### config.mk
export PLATFORM = sky130hd
export DESIGN_NAME = bresolve
export DESIGN_NICKNAME = d
export VERILOG_FILES = /design/src/rtl/bresolve.sv
export SDC_FILE = /design/constraint.sdc
export NUM_CORES = 1
export LEC_CHECK = 0
export BUFFER_PORTS_ARGS = -buffer_cell sky130_fd_sc_hd__buf_4
export CORE_ASPECT_RATIO = 1.4
export CORE_UTILIZATION = 45
export DETAILED_ROUTE_END_ITERATION = 10
export GPL_TIMING_DRIVEN = 0
export PLACE_DENSITY = 0.77
export SYNTH_ARGS = -nofsm -noshare
export SYNTH_HDL_FRONTEND = slang
export SYNTH_SLANG_ARGS = --single-unit
### constraint.sdc
create_clock -name iw_clk -period 3.8 [get_ports iw_clk]
set_input_delay 0.76 -clock iw_clk [delete_from_list [all_inputs] [get_ports iw_clk]]
set_output_delay 0.76 -clock iw_clk [all_outputs]
set_load 0.03 [all_outputs]
### src/rtl/bresolve.sv
// Branch resolution tracker: queues fetch predictions, checks them against in-order
// execute outcomes, writes the predictor and redirects fetch on mispredict.
// Optional saturating statistics counters are enabled by defining BRESOLVE_STATS_EN.
module bresolve #(
    parameter int DEPTH_BITS = 2,
    parameter int SIZE_ADDR  = 32
) (
    input  logic                  iw_clk,
    input  logic                  iw_rst,
    input  logic                  iw_pred_valid,
    input  logic [SIZE_ADDR-1:0]  iw_pred_pc,
    input  logic                  iw_pred_taken,
    input  logic [SIZE_ADDR-1:0]  iw_pred_target,
    output logic                  ow_pred_ready,
    input  logic                  iw_res_valid,
    input  logic                  iw_res_taken,
    input  logic [SIZE_ADDR-1:0]  iw_res_target,
    output logic                  ow_update,
    output logic [SIZE_ADDR-1:0]  ow_update_pc,
    output logic                  ow_actual_taken,
    output logic [SIZE_ADDR-1:0]  ow_actual_target,
    output logic                  ow_redirect,
    output logic [SIZE_ADDR-1:0]  ow_redirect_pc,
`ifdef BRESOLVE_STATS_EN
    output logic [15:0]           ow_branch_count,
    output logic [15:0]           ow_mispredict_count,
`endif
    output logic [DEPTH_BITS:0]   ow_count
);

    localparam int DEPTH = 1 << DEPTH_BITS;
    localparam logic [DEPTH_BITS:0] LP_DEPTH = (DEPTH_BITS + 1)'(DEPTH);
    localparam logic [SIZE_ADDR-1:0] LP_ONE = SIZE_ADDR'(1);

    typedef enum logic {
        ST_RUN,
        ST_FLUSH
    } state_t;

    state_t                 r_state;
    logic [SIZE_ADDR-1:0]   r_pc_mem     [DEPTH];
    logic                   r_taken_mem  [DEPTH];
    logic [SIZE_ADDR-1:0]   r_target_mem [DEPTH];
    logic [DEPTH_BITS-1:0]  r_rd_ptr;
    logic [DEPTH_BITS-1:0]  r_wr_ptr;
    logic [DEPTH_BITS:0]    r_count;

    logic                   r_update;
    logic [SIZE_ADDR-1:0]   r_update_pc;
    logic                   r_actual_taken;
    logic [SIZE_ADDR-1:0]   r_actual_target;
    logic                   r_redirect;
    logic [SIZE_ADDR-1:0]   r_redirect_pc;

    logic                   w_ready;
    logic                   w_push;
    logic                   w_pop;
    logic                   w_mispredict;
    logic [SIZE_ADDR-1:0]   w_entry_pc;
    logic                   w_entry_taken;
    logic [SIZE_ADDR-1:0]   w_entry_target;
    logic [SIZE_ADDR-1:0]   w_fix_pc;

    assign w_entry_pc     = r_pc_mem[r_rd_ptr];
    assign w_entry_taken  = r_taken_mem[r_rd_ptr];
    assign w_entry_target = r_target_mem[r_rd_ptr];

    // A full queue refuses pushes even when a pop frees a slot on the same edge.
    assign w_ready = (r_state == ST_RUN) && (r_count != LP_DEPTH) && !iw_rst;
    assign w_push  = iw_pred_valid && w_ready;
    assign w_pop   = iw_res_valid && (r_count != '0) && (r_state == ST_RUN);

    // Not-taken against not-taken is always correct, regardless of targets.
    assign w_mispredict = w_pop &&
                          ((w_entry_taken != iw_res_taken) ||
                           (iw_res_taken && (w_entry_target != iw_res_target)));

    assign w_fix_pc = iw_res_taken ? iw_res_target : (w_entry_pc + LP_ONE);

    always_ff @(posedge iw_clk) begin
        if (w_push) begin
            r_pc_mem[r_wr_ptr]     <= iw_pred_pc;
            r_taken_mem[r_wr_ptr]  <= iw_pred_taken;
            r_target_mem[r_wr_ptr] <= iw_pred_target;
        end
    end

    always_ff @(posedge iw_clk) begin
        if (iw_rst) begin
            r_state         <= ST_RUN;
            r_rd_ptr        <= '0;
            r_wr_ptr        <= '0;
            r_count         <= '0;
            r_update        <= 1'b0;
            r_update_pc     <= '0;
            r_actual_taken  <= 1'b0;
            r_actual_target <= '0;
            r_redirect      <= 1'b0;
            r_redirect_pc   <= '0;
        end else begin
            r_update   <= w_pop;
            r_redirect <= w_mispredict;
            if (w_pop) begin
                r_update_pc     <= w_entry_pc;
                r_actual_taken  <= iw_res_taken;
                r_actual_target <= iw_res_target;
            end
            if (w_mispredict) begin
                // Everything younger than the mispredicted branch is on the wrong path.
                r_redirect_pc <= w_fix_pc;
                r_state       <= ST_FLUSH;
                r_rd_ptr      <= '0;
                r_wr_ptr      <= '0;
                r_count       <= '0;
            end else begin
                r_state <= ST_RUN;
                if (w_push) begin
                    r_wr_ptr <= r_wr_ptr + 1'b1;
                end
                if (w_pop) begin
                    r_rd_ptr <= r_rd_ptr + 1'b1;
                end
                if (w_push && !w_pop) begin
                    r_count <= r_count + 1'b1;
                end else if (!w_push && w_pop) begin
                    r_count <= r_count - 1'b1;
                end
            end
        end
    end

`ifdef BRESOLVE_STATS_EN
    logic [15:0] r_branch_count;
    logic [15:0] r_mispredict_count;

    always_ff @(posedge iw_clk) begin
        if (iw_rst) begin
            r_branch_count     <= '0;
            r_mispredict_count <= '0;
        end else begin
            if (w_pop && (r_branch_count != 16'hFFFF)) begin
                r_branch_count <= r_branch_count + 16'd1;
            end
            if (w_mispredict && (r_mispredict_count != 16'hFFFF)) begin
                r_mispredict_count <= r_mispredict_count + 16'd1;
            end
        end
    end

    assign ow_branch_count     = r_branch_count;
    assign ow_mispredict_count = r_mispredict_count;
`endif

    assign ow_pred_ready    = w_ready;
    assign ow_update        = r_update;
    assign ow_update_pc     = r_update_pc;
    assign ow_actual_taken  = r_actual_taken;
    assign ow_actual_target = r_actual_target;
    assign ow_redirect      = r_redirect;
    assign ow_redirect_pc   = r_redirect_pc;
    assign ow_count         = r_count;

endmodule

==> results.py, run 1 <==
metrics = {
    "die": {
        "floorplan.rows": 78,
        "initial_core_util": 0.458,
        "die_area_um2": 33900,
        "die_w_um": 156,
        "fp.dieH_um": 217,
        "core_region_area_um2": 32500,
        "ios": 205,
    },
    "timing": {
        "setup_tns_ns": 0,
        "fin_crit_sh": 0.890,
        "rsz0062_at_grt": "no",
        "finClkSkew_ns": 0.0265,
        "max_slew_margin": 0.478,
        "timing_worst_slew_pin_value_ns": 0.775,
        "hold_viol": 0,
        "min_period_ns": 3.38,
        "slew_violations": 0,
        "worst_slack_ns": 0.417,
        "setup_viol_count_final": 0,
        "fmax_ghz": 0.296,
    },
    "setup_path": {
        "endpoint_kind": "flop",
        "worstSetupPathType": "flop to flop",
        "path_cells": "buf_6, buf_6, mux4_2, xnor2_1, nand4_1, nor4_1, nand4_1, nand2_2, buf_4, o21ai_1",
        "worstReg2RegEnd": "ow_redirect_pc[22]",
        "crit_path_max_incr_delay_ns": 0.53,
        "crit_family": "simple AND/OR/NAND/NOR gates",
        "ff2ff_path_depth": 10,
        "required_ns": 4.20,
        "path_max_fanout": 10,
        "ff2ff_setup_slack_ns": 0.42,
        "critical_path_buf_inv_count": 3,
        "worstSetupStartpointType": "flop",
        "crit_slowest_cell": "mux4_2",
        "arrival_ns": 3.79,
    },
    "synth": {
        "synth.area.top_cells": "edfxtp_1 52%, dfxtp_1 15%, mux4_2 8.8%",
        "synth.most_common_cell": "edfxtp_1",
        "synth_top_area_frac": 0.524,
        "synth_common_cells": "260 x edfxtp_1, 150 x nand2_1, 108 x dfxtp_1",
        "ys_async_sr_fraction": 0,
        "ys_seq_elements": 368,
        "yosys.area.top_type": "edfxtp_1",
        "synth-edff-count": 260,
        "synthCells": 1051,
        "ys_seq_area_frac": 0.669,
        "ys_warn_count": 0,
        "synth.avg_cell_area_um2": 14.2,
        "syn-cell-area_um2": 14900,
        "synthFlopType": "edfxtp_1",
        "synth_nets": 1160,
        "synth_cell_types": 52,
    },
    "clock_tree": {
        "cts_sinks": 368,
        "root_buffer": "clkbuf_16",
        "cts_tree": "built",
        "clock_latency_ns": 0.54,
        "cts.clk_slew.worst_paths_ns": 0.07,
        "ctsResizeCount": 0,
        "holdBufCountCts": 0,
        "cts_buffer_depth": 3,
        "htree_levels": 2,
        "post-cts-setup-buffers": 0,
        "numCtsBuffers": 34,
    },
    "min_path": {
        "hp-start": "iw_pred_pc[5]",
        "hold-path-cell-count": 1,
        "holdPathEnd": "r_pc_mem[0][5]",
        "hold_path.class": "primary input to flop",
    },
    "routing": {
        "vias": 9841,
        "remaining_drc_errors": 0,
        "drt_iter0_drc": 995,
        "wl_per_cell_um": 23.0,
        "drt_wl_total_um": 40600,
        "ant_nets": 0,
        "drt_first_pass_iters": 5,
        "viasPerCell": 5.59,
    },
    "global_route": {
        "grt_pass1_wl_um": 59300,
        "grt_overflow": 0,
        "gr-usage-all-layers": 0.240,
        "grt_pass1_vias": 9855,
        "grt_max_degree": 43,
        "antenna_found_initial": 1,
    },
    "placed_design": {
        "portBuffers": 204,
        "dp_hpwl_um": 29100,
        "gp_congestion": 0.904,
        "dp_worst_setup_slack_ns": 0.439,
    },
    "power_and_ir_drop": {
        "power.leakage_nw": 6.24,
        "p_per_area_nw_per_um2": 659,
        "ir_drop_mv": 0.302,
    },
    "job": {
        "max-cap-violations": 0,
    },
    "finish": {
        "fin_nets": 1404,
        "syn_to_final_growth_pct": 22.0,
        "layout-drive-gt1-share": 0.269,
    },
    "run_status": {
        "status": "completed",
    },
}
-- placed cells by master, fill, tap and decap left out, types with 4 or more instances in the layout --
cell / Yosys / layout
a211oi_1: 6 / 6
a21oi_1: 87 / 87
and3_4: 0 / 4
buf_1: 9 / 9
buf_16: 0 / 4
buf_2: 10 / 10
buf_4: 1 / 205
buf_6: 7 / 7
clkbuf_1: 31 / 38
clkbuf_16: 0 / 35
clkbuf_8: 0 / 6
clkinv_2: 0 / 8
dfxtp_1: 108 / 108
edfxtp_1: 260 / 260
ha_1: 6 / 6
inv_1: 19 / 19
mux2i_1: 24 / 24
mux4_2: 58 / 58
nand2_1: 150 / 150
nand2b_1: 8 / 8
nand3_1: 26 / 26
nand4_1: 14 / 14
nor2_1: 23 / 23
nor2b_1: 10 / 10
nor3_1: 14 / 14
nor4_1: 5 / 5
o211ai_1: 8 / 8
o21a_1: 4 / 4
o21ai_0: 40 / 40
o21ai_1: 12 / 12
o31ai_1: 5 / 5
xnor2_1: 54 / 54
xor2_1: 9 / 9
-- cell type report --
type                       count  area [um2]
clock inverter                13        76.3
clock buffer                  48         985
multi-input combinational    603        4540
timing repair buffer         208        1640
antenna                        1        2.50
inverter                      19        71.3
buffer                        61         342
fill                        2519       14300
tap                          440         551
sequential                   368        9970
-- power by group --
part           internal [W]  switching [W]  total [W]
Sequential          0.00473       0.000232    0.00496
Clock               0.00182        0.00145    0.00327
Combinational       0.00141        0.00234    0.00375
-- state kept, by name, summed over array words and instances (netlist names), named ones only --
signal and cells:
ow_actual_target 32, r_pc_mem 128, r_wr_ptr 2, ow_update 1, ow_update_pc 32, r_state 1
r_target_mem 128, ow_redirect_pc 32, ow_count 3, r_rd_ptr 2, ow_actual_taken 1, r_taken_mem 4
-- kinds of logic after synthesis --
kind of cell,after synthesis,synth area share
flops,368,0.669
simple gates,272,0.0873
fa+ha+maj,7,0.00638
buf+inv,80,0.0277
xor+xnor,63,0.0370
compound gates,177,0.0671
mux,84,0.105
-- routing by layer --
| metal | GRT usage | vias to the layer above | share of wire |
|---|---|---|---|
| met4 | 0.130 | 0 | 0.051 |
| met2 | 0.403 | 468 | 0.50 |
| li1 | - | 4404 | - |
| met5 | 0 | - | 0 |
| met1 | 0.290 | 4865 | 0.37 |
| met3 | 0.0484 | 104 | 0.081 |
-- how the worst max path moves through the flow --
| stage | from | cells after the start | to |
|---|---|---|---|
| final | flop | 10 | ow_redirect_pc[22] |
| after global routing | flop | 10 | ow_redirect_pc[22] |
| after CTS | flop | 10 | ow_redirect_pc[22] |
| after detailed placement | flop | 10 | ow_redirect_pc[29] |
| after global placement | iw_rst | 3 | r_pc_mem[3][23] |
| after floorplan | iw_rst | 10 | ow_count[2] |
-- through the flow --
stage / cells / hold WS, ns / power [W] / utilization / instance area, um2
2_1_floorplan: 1051 / 0.528 / 0.00743 / - / 14900
3_3_place_gp: 1695 / 0.445 / 0.00866 / 0.523 / 17000
3_5_place_dp: 1699 / 0.448 / 0.00877 / 0.527 / 17100
4_1_cts: 1760 / 0.409 / 0.0120 / 0.559 / 18200
5_1_grt: 1761 / 0.415 / 0.0124 / 0.559 / 18200
6_report: 1761 / 0.419 / 0.0120 / 0.559 / 18200
No activity file was read; power rests on OpenSTA's default activity.
==> inputs of run 2 (changes only) <==
CTS_BUF_LIST = sky130_fd_sc_hd__clkbuf_8   (was unset)
==> results.py, run 2 (same netlist as run 1, synthesis figures left out) <==
metrics = {
    "run_status": {
        "status": "completed",
    },
    "global_route": {
        "grt_pass1_wl_um": 59500,
        "grt_pass1_vias": 10014,
        "grt_overflow": 0,
        "grt_max_degree": 43,
        "gr-usage-all-layers": 0.240,
        "antenna_found_initial": 1,
    },
    "finish": {
        "final_common_cell": "edfxtp_1",
        "reg_top3": "r_pc_mem: 128 flops, r_target_mem: 128 flops",
        "layout-drive-gt1-share": 0.280,
        "syn_to_final_growth_pct": 21.9,
        "final_cells": 1793,
        "mostFrequentLayoutCells": "260 x edfxtp_1, 205 x buf_4, 150 x nand2_1",
        "fin_nets": 1420,
    },
    "setup_path": {
        "arrival_ns": 3.93,
        "critical_path_buf_inv_count": 3,
        "path_cells": "buf_6, buf_6, mux4_2, xnor2_1, nand4_1, nor4_1, nand4_1, nand2_2, buf_4, o21ai_1",
        "crit_family": "simple AND/OR/NAND/NOR gates",
        "worstSetupPathType": "flop to flop",
        "worstSetupStartpointType": "flop",
        "ff2ff_setup_slack_ns": 0.34,
        "endpoint_kind": "flop",
        "crit_path_max_incr_delay_ns": 0.53,
        "path_max_fanout": 10,
        "required_ns": 4.27,
        "crit_slowest_cell": "mux4_2",
    },
    "routing": {
        "ant_nets": 0,
        "remaining_drc_errors": 0,
        "drt_first_pass_iters": 6,
        "vias": 9971,
        "wl_met3_um": 3290,
        "drt_wl_total_um": 40500,
        "viasPerCell": 5.56,
        "wl_per_cell_um": 22.6,
        "met2_length_um": 20300,
        "m1WireLength_um": 15000,
        "dr.max_layer_used": "met4",
        "drt_iter0_drc": 958,
    },
    "clock_tree": {
        "htree_levels": 2,
        "root_buffer": "clkbuf_8",
        "clock_latency_ns": 0.61,
        "cts.clk_slew.worst_paths_ns": 0.07,
        "numCtsBuffers": 50,
        "holdBufCountCts": 0,
        "cts_tree": "built",
        "cts_sinks": 368,
        "cts_buffer_depth": 3,
        "ctsResizeCount": 0,
        "post-cts-setup-buffers": 0,
    },
    "power_and_ir_drop": {
        "pwr-share-comb": 0.318,
        "clockPowerShare": 0.263,
        "p_switching_w": 0.00403,
        "internal-power_w": 0.00778,
        "finalPower_w": 0.0118,
        "ir_drop_mv": 0.273,
        "power.leakage_nw": 6.32,
        "p_sw_frac": 0.341,
        "p_per_area_nw_per_um2": 650,
        "p_seq_frac": 0.420,
    },
    "timing": {
        "min_period_ns": 3.46,
        "fmax_ghz": 0.289,
        "slew_violations": 0,
        "finClkSkew_ns": 0.0342,
        "max_slew_margin": 0.444,
        "setup_tns_ns": 0,
        "worst_slack_ns": 0.341,
        "hold_viol": 0,
        "rsz0062_at_grt": "no",
        "fin_crit_sh": 0.910,
        "timing_worst_slew_pin_value_ns": 0.826,
        "setup_viol_count_final": 0,
    },
    "job": {
        "max-cap-violations": 0,
    },
    "placed_design": {
        "dp_hpwl_um": 29100,
        "portBuffers": 204,
        "dp_worst_setup_slack_ns": 0.439,
        "gp_congestion": 0.904,
        "placed_cells": 1699,
    },
    "die": {
        "die_area_um2": 33900,
        "ios": 205,
        "core_region_area_um2": 32500,
        "floorplan.rows": 78,
        "initial_core_util": 0.458,
        "die_w_um": 156,
        "fp.dieH_um": 217,
    },
    "min_path": {
        "hold_path.class": "primary input to flop",
    },
}
run 2: changes by cell type in the layout (fill, tap and decap cells not counted):
cell	before	now
bufinv_16	0	3
clkbuf_1	38	31
clkbuf_16	35	0
clkbuf_8	6	60
clkinv_1	1	3
clkinv_2	8	12
clkinvlp_4	2	1
inv_1	19	33
inv_6	2	0
run 2: worst paths after layout:
kind	startpoint	end	cells after the start
worst max register to register	flop	ow_redirect_pc[22]	10
worst max-delay path	flop	ow_redirect_pc[22]	10
worst min-delay path	iw_pred_pc[3]	r_pc_mem[2][3]	1
worst min register to register	ow_update_pc[8]	ow_update_pc[8]	2
run 2: area by class of cell:
type | instances | area [um2]
Antenna cell | 1 | 2.50
Buffer | 61 | 342
Clock buffer | 60 | 826
Clock inverter | 33 | 221
Fill cell | 2535 | 14300
Inverter | 19 | 71.3
Multi-Input combinational cell | 603 | 4540
Sequential cell | 368 | 9970
Tap cell | 440 | 551
Timing Repair Buffer | 208 | 1640
run 2: metal layers:
| layer | track usage | up-vias |
|---|---|---|
| li1 | - | 4453 |
| met1 | 0.285 | 4953 |
| met2 | 0.409 | 470 |
| met3 | 0.0534 | 95 |
| met4 | 0.121 | 0 |
| met5 | 0 | - |
run 2: through the flow:
stage / hold WS [ns] / utilization / instance area (um2)
2_1_floorplan: 0.528 / - / 14900
3_3_place_gp: 0.445 / 0.523 / 17000
4_1_cts: 0.329 / 0.559 / 18200
3_5_place_dp: 0.448 / 0.527 / 17100
5_1_grt: 0.331 / 0.559 / 18200
6_report: 0.354 / 0.559 / 18200
run 2: power by group through the flow:
stage,combinational (W),clock (W),sequential [W]
2_1_floorplan,0.00198,0,0.00546
4_1_cts,0.00375,0.00313,0.00495
5_1_grt,0.00399,0.00329,0.00499
3_3_place_gp,0.00364,0,0.00503
3_5_place_dp,0.00374,0,0.00504
6_report,0.00375,0.00310,0.00496
